<file path="src/rtl/fp32_pkg.sv">
// ============================================================================
// Module   : fp32_pkg
// Purpose  : Shared binary32 field widths, saturation constants, the unpacked
//            operand record and the alignment-shift saturation helper.
// Revision : 1.0 - initial release
// ============================================================================
`default_nettype none

package fp32_pkg;

  // Field geometry of an IEEE-754 binary32 word
  localparam int EXP_W   = 8;
  localparam int MAN_W   = 23;
  localparam int MANT_W  = MAN_W + 1;   // fraction plus hidden bit
  localparam int SHIFT_W = 5;
  localparam int FP_W    = 1 + EXP_W + MAN_W;

  // All-ones exponent marks NaN/Inf
  localparam logic [EXP_W-1:0] EXP_MAX = 8'hFF;

  // Shifting a 24-bit mantissa by 24 or more clears it, so 24 is enough
  localparam int SHIFT_SAT = 24;

  // Operand after unpacking: sign, effective exponent, mantissa with hidden bit
  typedef struct packed {
    logic              sign;
    logic [EXP_W-1:0]  effexp;
    logic [MANT_W-1:0] mant;
  } fp32_unpacked_t;

  // Exponent difference clamped to the largest useful barrel-shifter amount
  function automatic logic [SHIFT_W-1:0] sat_shift(input logic [EXP_W-1:0] diff);
    if (diff > EXP_W'(SHIFT_SAT)) begin
      return SHIFT_W'(SHIFT_SAT);
    end
    return diff[SHIFT_W-1:0];
  endfunction

endpackage

`default_nettype wire

</file>
<file path="src/rtl/fp_align_prep_if.sv">
// ============================================================================
// Module   : fp_align_prep_if
// Purpose  : Operand-in / aligned-pair-out handshake bundle for the adder
//            alignment front end. The slave side is the alignment block.
// Revision : 1.0 - initial release
// ============================================================================
`default_nettype none

interface fp_align_prep_if;
  import fp32_pkg::*;

  // Upstream operand channel
  logic                in_valid;
  logic                in_ready;
  logic [FP_W-1:0]     a;
  logic [FP_W-1:0]     b;
  logic                sub;

  // Downstream aligned-pair channel
  logic                out_valid;
  logic                out_ready;
  logic [MANT_W-1:0]   big_mant;
  logic [MANT_W-1:0]   small_mant;
  logic [SHIFT_W-1:0]  shift;
  logic [EXP_W-1:0]    exp_big;
  logic                sign_big;
  logic                eff_sub;
  logic                special;

  // Producer of operands and consumer of aligned pairs
  modport master (
    output in_valid, a, b, sub, out_ready,
    input  in_ready, out_valid, big_mant, small_mant, shift,
    input  exp_big, sign_big, eff_sub, special
  );

  // The alignment block itself
  modport slave (
    input  in_valid, a, b, sub, out_ready,
    output in_ready, out_valid, big_mant, small_mant, shift,
    output exp_big, sign_big, eff_sub, special
  );

endinterface

`default_nettype wire

</file>
<file path="src/rtl/fp_unpack.sv">
// ============================================================================
// Module   : fp_unpack
// Purpose  : Combinational binary32 unpacker. Restores the hidden bit, maps
//            denormals to effective exponent 1, optionally inverts the sign
//            and flags an all-ones exponent (NaN/Inf).
// Revision : 1.0 - initial release
// ============================================================================
`default_nettype none

module fp_unpack
  import fp32_pkg::*;
(
  input  logic [FP_W-1:0] i_op,
  input  logic            i_flip_sign,
  output fp32_unpacked_t  o_unp,
  output logic            o_special
);

  logic [EXP_W-1:0] w_exp;
  logic [MAN_W-1:0] w_frac;

  assign w_exp  = i_op[FP_W-2 -: EXP_W];
  assign w_frac = i_op[MAN_W-1:0];

  // Denormals (and zero) carry no hidden bit and behave as exponent 1
  always_comb begin
    o_unp.sign   = i_op[FP_W-1] ^ i_flip_sign;
    o_unp.effexp = w_exp;
    o_unp.mant   = {1'b1, w_frac};
    if (w_exp == '0) begin
      o_unp.effexp = EXP_W'(1);
      o_unp.mant   = {1'b0, w_frac};
    end
  end

  // NaN/Inf are only flagged here; resolution happens further down the adder
  assign o_special = (w_exp == EXP_MAX);

endmodule

`default_nettype wire

</file>
<file path="src/rtl/fp_align_prep.sv">
// ============================================================================
// Module   : fp_align_prep
// Purpose  : Two-stage front end of the binary32 adder. Stage 1 unpacks both
//            operands, stage 2 orders them by magnitude and produces the
//            saturated right-shift amount for the smaller mantissa.
//            Both stages use a bubble-free valid/ready pipeline.
// Revision : 1.0 - initial release
// ============================================================================
`default_nettype none

module fp_align_prep
  import fp32_pkg::*;
(
  input  logic                clk,
  input  logic                rst_n,
  fp_align_prep_if.slave      bus
);

  // Pipeline control
  logic r_v1;
  logic r_v2;
  logic w_adv1;
  logic w_adv2;

  // Stage-1 results
  fp32_unpacked_t w_ua;
  fp32_unpacked_t w_ub;
  logic           w_spec_a;
  logic           w_spec_b;
  fp32_unpacked_t r_ua;
  fp32_unpacked_t r_ub;
  logic           r_special1;

  // Stage-2 combinational ordering
  logic               w_a_big;
  fp32_unpacked_t     w_big;
  fp32_unpacked_t     w_small;
  logic [EXP_W-1:0]   w_diff;
  logic [SHIFT_W-1:0] w_shift;
  logic               w_eff_sub;

  // Stage-2 output registers
  logic [MANT_W-1:0]  r_big_mant;
  logic [MANT_W-1:0]  r_small_mant;
  logic [SHIFT_W-1:0] r_shift;
  logic [EXP_W-1:0]   r_exp_big;
  logic               r_sign_big;
  logic               r_eff_sub;
  logic               r_special2;

  // A stage may load when it is empty or its content moves on this edge
  assign w_adv2 = !r_v2 || bus.out_ready;
  assign w_adv1 = !r_v1 || w_adv2;

  assign bus.in_ready = w_adv1;

  // ---------------------------------------------------------------- stage 1
  fp_unpack u_unpack_a (
    .i_op        (bus.a),
    .i_flip_sign (1'b0),
    .o_unp       (w_ua),
    .o_special   (w_spec_a)
  );

  fp_unpack u_unpack_b (
    .i_op        (bus.b),
    .i_flip_sign (bus.sub),
    .o_unp       (w_ub),
    .o_special   (w_spec_b)
  );

  // Capture the unpacked pair whenever stage 1 can advance and data is offered
  always_ff @(posedge clk or negedge rst_n) begin
    if (!rst_n) begin
      r_v1       <= 1'b0;
      r_ua       <= '0;
      r_ub       <= '0;
      r_special1 <= 1'b0;
    end else if (w_adv1) begin
      r_v1 <= bus.in_valid;
      if (bus.in_valid) begin
        r_ua       <= w_ua;
        r_ub       <= w_ub;
        r_special1 <= w_spec_a | w_spec_b;
      end
    end
  end

  // ---------------------------------------------------------------- stage 2
  // Order by {effexp, mant}; ties favour A so equal magnitudes keep Big=A
  always_comb begin
    w_a_big   = ({r_ua.effexp, r_ua.mant} >= {r_ub.effexp, r_ub.mant});
    w_big     = r_ub;
    w_small   = r_ua;
    if (w_a_big) begin
      w_big   = r_ua;
      w_small = r_ub;
    end
    w_diff    = w_big.effexp - w_small.effexp;
    w_shift   = sat_shift(w_diff);
    w_eff_sub = r_ua.sign ^ r_ub.sign;
  end

  // Output registers hold steady until the downstream consumer takes them
  always_ff @(posedge clk or negedge rst_n) begin
    if (!rst_n) begin
      r_v2         <= 1'b0;
      r_big_mant   <= '0;
      r_small_mant <= '0;
      r_shift      <= '0;
      r_exp_big    <= '0;
      r_sign_big   <= 1'b0;
      r_eff_sub    <= 1'b0;
      r_special2   <= 1'b0;
    end else if (w_adv2) begin
      r_v2 <= r_v1;
      if (r_v1) begin
        r_big_mant   <= w_big.mant;
        r_small_mant <= w_small.mant;
        r_shift      <= w_shift;
        r_exp_big    <= w_big.effexp;
        r_sign_big   <= w_big.sign;
        r_eff_sub    <= w_eff_sub;
        r_special2   <= r_special1;
      end
    end
  end

  assign bus.out_valid  = r_v2;
  assign bus.big_mant   = r_big_mant;
  assign bus.small_mant = r_small_mant;
  assign bus.shift      = r_shift;
  assign bus.exp_big    = r_exp_big;
  assign bus.sign_big   = r_sign_big;
  assign bus.eff_sub    = r_eff_sub;
  assign bus.special    = r_special2;

endmodule

`default_nettype wire

</file>
<file path="src/flat_wrapper.sv">
// flat-port wrapper written by rule: the top's interface ports become plain ports
module fp_align_prep_flat import fp32_pkg::*;
  (clk, rst_n, bus_in_valid, bus_a, bus_b, bus_sub, bus_out_ready, bus_in_ready, bus_out_valid, bus_big_mant, bus_small_mant, bus_shift, bus_exp_big, bus_sign_big, bus_eff_sub, bus_special);
  fp_align_prep_if bus_i ();
  input  logic clk;
  input  logic rst_n;
  input wire logic [$bits(bus_i.in_valid)-1:0] bus_in_valid;
  input wire logic [$bits(bus_i.a)-1:0] bus_a;
  input wire logic [$bits(bus_i.b)-1:0] bus_b;
  input wire logic [$bits(bus_i.sub)-1:0] bus_sub;
  input wire logic [$bits(bus_i.out_ready)-1:0] bus_out_ready;
  output wire logic [$bits(bus_i.in_ready)-1:0] bus_in_ready;
  output wire logic [$bits(bus_i.out_valid)-1:0] bus_out_valid;
  output wire logic [$bits(bus_i.big_mant)-1:0] bus_big_mant;
  output wire logic [$bits(bus_i.small_mant)-1:0] bus_small_mant;
  output wire logic [$bits(bus_i.shift)-1:0] bus_shift;
  output wire logic [$bits(bus_i.exp_big)-1:0] bus_exp_big;
  output wire logic [$bits(bus_i.sign_big)-1:0] bus_sign_big;
  output wire logic [$bits(bus_i.eff_sub)-1:0] bus_eff_sub;
  output wire logic [$bits(bus_i.special)-1:0] bus_special;
  assign bus_i.in_valid = bus_in_valid;
  assign bus_i.a = bus_a;
  assign bus_i.b = bus_b;
  assign bus_i.sub = bus_sub;
  assign bus_i.out_ready = bus_out_ready;
  assign bus_in_ready = bus_i.in_ready;
  assign bus_out_valid = bus_i.out_valid;
  assign bus_big_mant = bus_i.big_mant;
  assign bus_small_mant = bus_i.small_mant;
  assign bus_shift = bus_i.shift;
  assign bus_exp_big = bus_i.exp_big;
  assign bus_sign_big = bus_i.sign_big;
  assign bus_eff_sub = bus_i.eff_sub;
  assign bus_special = bus_i.special;
  fp_align_prep u_core (.clk(clk), .rst_n(rst_n), .bus(bus_i));
endmodule
</file>
<file path="config.mk">
export PLATFORM = sky130hd
export DESIGN_NAME = fp_align_prep_flat
export DESIGN_NICKNAME = d
export VERILOG_FILES = /design/src/rtl/fp32_pkg.sv /design/src/rtl/fp_align_prep_if.sv /design/src/rtl/fp_unpack.sv /design/src/rtl/fp_align_prep.sv /design/src/flat_wrapper.sv
export SDC_FILE = /design/constraint.sdc
export NUM_CORES = 1
export LEC_CHECK = 0
export ABC_CLOCK_PERIOD_IN_PS = 5200
export BUFFER_PORTS_ARGS = -buffer_cell sky130_fd_sc_hd__buf_2
export CAP_MARGIN = 5
export CELL_PAD_IN_SITES_DETAIL_PLACEMENT = 2
export CELL_PAD_IN_SITES_GLOBAL_PLACEMENT = 2
export CORE_MARGIN = 1.5
export CORE_UTILIZATION = 35
export DETAILED_ROUTE_END_ITERATION = 8
export GPL_TIMING_DRIVEN = 0
export HOLD_SLACK_MARGIN = 0.08
export PLACE_DENSITY_LB_ADDON = 0.1
export SKIP_LAST_GASP = 1
export SLEW_MARGIN = 0
export SYNTH_ARGS = -nofsm -noshare
export SYNTH_HDL_FRONTEND = slang
export SYNTH_SLANG_ARGS = --single-unit
export TNS_END_PERCENT = 5
</file>
<file path="constraint.sdc">
create_clock -name clk -period 5.2 [get_ports clk]
set_input_delay 1.04 -clock clk [delete_from_list [all_inputs] [get_ports clk]]
set_output_delay 1.04 -clock clk [all_outputs]
set_load 0.01 [all_outputs]
</file>
==> impl_metrics.yaml <==
sta:
  tightest_slew_ns: 0.9831
  maxSlewViolCount: 0
  holdWs_ns: 0.4715
  post-route-min-period_ns: 4.214
  rsz0062_at_grt: "false"
  post-route-period-util_pct: 81.05
  tns_ns: 0
  hold_viol: 0
  timing.max_slew.rel_slack_pct: 34.46
  fin_skew_ns: 0.008198
  timing.fmax_mhz: 237.3
  setup-violations-final: 0
synthesis:
  synth_cell_types: 49
  async_flop_share_pct: 100.0
  synthTopCellsByArea: "dfrtp_1 (50%), nand2_1 (12%), o21ai_0 (8.1%)"
  syn_area_per_cell_um2: 8.842
  syn_area_um2: 6623
  ys_seq_area_share_pct: 50.26
  synth_edf_count: 0
  syn_nets: 850
  synth_common_cells: "nand2_1 (209), dfrtp_1 (133), o21ai_0 (107)"
  synthCells: 749
  yosysTopAreaCellShare_pct: 50.26
  yosysMostFrequentCell: "nand2_1"
  synth-warning-count: 0
  synth-seq-cells: 133
  yosysTopAreaCell: "dfrtp_1"
  synth-main-ff-cell: "dfrtp_1"
placement:
  post_dp_cell_area_um2: 7620
  place.gp.congestion: 0.8531
  io_buffers: 134
  dpl.hpwl_um: 17450
  dp_cells: 1118
floorplan:
  core-area_um2: 18640
  die_w_um: 140.6
  io_pins: 135
  die-area_um2: 19760
  start_util_pct: 35.52
  die_y_um: 140.6
  row_count: 50
critical_path:
  slowest_stage: "clkbuf_1"
  path_cells: "inv_1 -> ha_1 -> buf_2 -> nand4_1 -> nor4_1 -> nand4_1 -> a31oi_4 -> or2_1 -> buf_6 -> clkbuf_1 -> clkbuf_1 -> nor2_1 -> a21oi_1 -> o21ai_0"
  slowest_delay_ns: 0.58
  rr_worst_depth: 14
  crit_path_start_kind: "register"
  crit_family: "buffers and inverters"
  rrSetupSlack_ns: 0.99
  arrival_ns: 4.48
  critPathBufInv: 5
  cp_max_fo: 10
  worstPathRequired_ns: 5.46
  r2r_end: "u_core.bus.exp_big[0]"
  r2r-start: "u_core.r_ub[27]"
  cp-end-kind: "register"
  crit_type: "register to register"
cts:
  cts_sinks: 133
  clk_pin_slew_ns: 0.06
  cts_buffers: 17
  cts_tree: "built"
  root_buffer: "clkbuf_16"
  htree_levels: 4
  clock_latency_ns: 0.42
  clockBufferDepth: 2
  ctsResizeCount: 0
  post-cts-setup-buffers: 0
  cts_hold_buf: 0
global_routing:
  grt_pass1_wl_um: 37940
  grt.total_usage_pct: 25.40
  overflow: 0
  antenna_found_initial: 0
  grt_max_degree: 81
  grt_pass1_vias: 6843
power_and_ir_drop:
  cellPowerDensity_nw_per_um2: 474.7
  peakVddDrop_mv: 0.2213
  p_leak_uw: 0.004098
finish:
  num_antenna_cells: 0
  area_growth_pct: 24.35
  nFillCells: 2098
  final_cell_area_um2: 8235
  num-nets-final: 1004
  fin_cells: 1149
  drive_above_1_share_pct: 19.78
route:
  wire_per_inst_um: 20.94
  drt_first_pass_iters: 4
  vias_per_cell: 5.313
  wirelength_um: 24060
  drc: 0
  vias: 6105
  ant_nets: 0
  drtIter0Drc: 174
worst_hold_path:
  holdPathEnd: "u_core.bus.big_mant[22]"
  worstHoldStart: "u_core.bus.big_mant[22]"
  hold_depth: 2
  hp-class: "register to register"
job:
  drv_cap: 0
status:
  status: "finished clean"
[flip-flops by register name, summed over array words and instances (netlist names)]
name	count
u_core.bus.big_mant	24
u_core.bus.eff_sub	1
u_core.bus.exp_big	8
u_core.bus.out_valid	1
u_core.bus.shift	5
u_core.bus.sign_big	1
u_core.bus.small_mant	24
u_core.bus.special	1
u_core.r_special1	1
u_core.r_ua	33
u_core.r_ub	33
u_core.r_v1	1
[cell usage in the layout, fill, tap and decap left out, types with 2 or more instances in the layout]
| cell type | Yosys | final |
|---|---|---|
| mux2i_1 | 30 | 30 |
| nand2_1 | 209 | 209 |
| nand2b_1 | 7 | 7 |
| a21oi_1 | 47 | 47 |
| nor2_1 | 41 | 41 |
| inv_1 | 34 | 34 |
| o32a_1 | 2 | 2 |
| clkbuf_16 | 0 | 17 |
| o41ai_1 | 3 | 3 |
| xor2_1 | 2 | 2 |
| a22oi_1 | 2 | 2 |
| inv_6 | 0 | 2 |
| bufinv_16 | 0 | 3 |
| nand3_1 | 2 | 2 |
| dfrtp_1 | 133 | 133 |
| buf_1 | 3 | 3 |
| ha_1 | 32 | 32 |
| nor4_1 | 5 | 5 |
| a211oi_1 | 3 | 3 |
| clkbuf_1 | 33 | 33 |
| buf_2 | 5 | 138 |
| xnor2_1 | 6 | 6 |
| clkinvlp_4 | 0 | 3 |
| nand4_1 | 9 | 9 |
| buf_6 | 1 | 2 |
| a21boi_0 | 2 | 2 |
| and2_1 | 3 | 3 |
| and3_1 | 3 | 3 |
| o21ai_0 | 107 | 107 |
| clkinv_2 | 0 | 2 |
| nand3b_1 | 2 | 2 |
| clkbuf_8 | 0 | 3 |
[where the power goes]
part	switching [uW]	internal [uW]
registers	156	1260
logic	775	453
clock network	475	792
total	1410	2500
[logic make-up (layout without fill, tap and decap cells)]
| family | Yosys count | count (layout) | share of synthesized area, % |
|---|---|---|---|
| simple gates | 289 | 289 | 18.10 |
| compound gates | 180 | 180 | 15.28 |
| flops | 133 | 133 | 50.26 |
| buf+inv | 76 | 242 | 4.515 |
| fa+ha+maj | 32 | 32 | 6.046 |
| mux | 31 | 31 | 4.742 |
| xor+xnor | 8 | 8 | 1.058 |
[layout make-up]
class                      count  area, um^2  share of cell area (%)
buffer                        42       171.4                   2.081
clock buffer                  20       466.7                   5.667
clock inverter                11       148.9                   1.808
inverter                      34       127.6                   1.550
multi-input combinational    540        2995                   36.37
sequential                   133        3328                   40.41
tap                          234       292.8                   3.555
timing repair buffer         135       704.4                   8.554
[metrics by stage]
step / util, % / power (uW) / worst slack, ns
after floorplan: - / 2114 / 2.073
after global placement: 40.69 / 2576 / 1.018
after detailed placement: 40.87 / 2652 / 0.9399
after CTS: 44.17 / 3948 / 0.9698
after global routing: 44.17 / 4137 / 0.6850
final: 44.17 / 3909 / 0.9855
[tightest hold or removal path, stage by stage, from the launching register on]
cell     delay [ns]
dfrtp_1        0.33
nand2_1        0.04
o21ai_0        0.06
[metal layers]
| metal | share of wire, % | up-vias | wire length (um) | track usage, % |
|---|---|---|---|---|
| met5 | 0 | - | 0 | 0 |
| met4 | 1.3 | 0 | 320 | 6.195 |
| met3 | 3.6 | 29 | 869 | 4.718 |
| met2 | 53 | 105 | 12720 | 47.34 |
| met1 | 42 | 3149 | 10140 | 30.08 |
| li1 | - | 2822 | - | - |
[worst max-delay path by stage]
stage	startpoint	endpoint	slack, ns	depth (start not counted)
finish	u_core.r_ub[27]	u_core.bus.exp_big[0]	0.99	14
global route	u_core.r_ub[27]	u_core.bus.big_mant[17]	0.68	14
CTS	u_core.r_ua[27]	u_core.bus.exp_big[6]	0.97	13
detailed placement	u_core.r_ua[25]	u_core.bus.exp_big[0]	0.94	13
global placement	u_core.r_ua[25]	u_core.bus.exp_big[6]	1.02	13
floorplan	u_core.r_ua[15]	u_core.bus.shift[3]	2.07	12
Power figures use the tool's default switching activity.
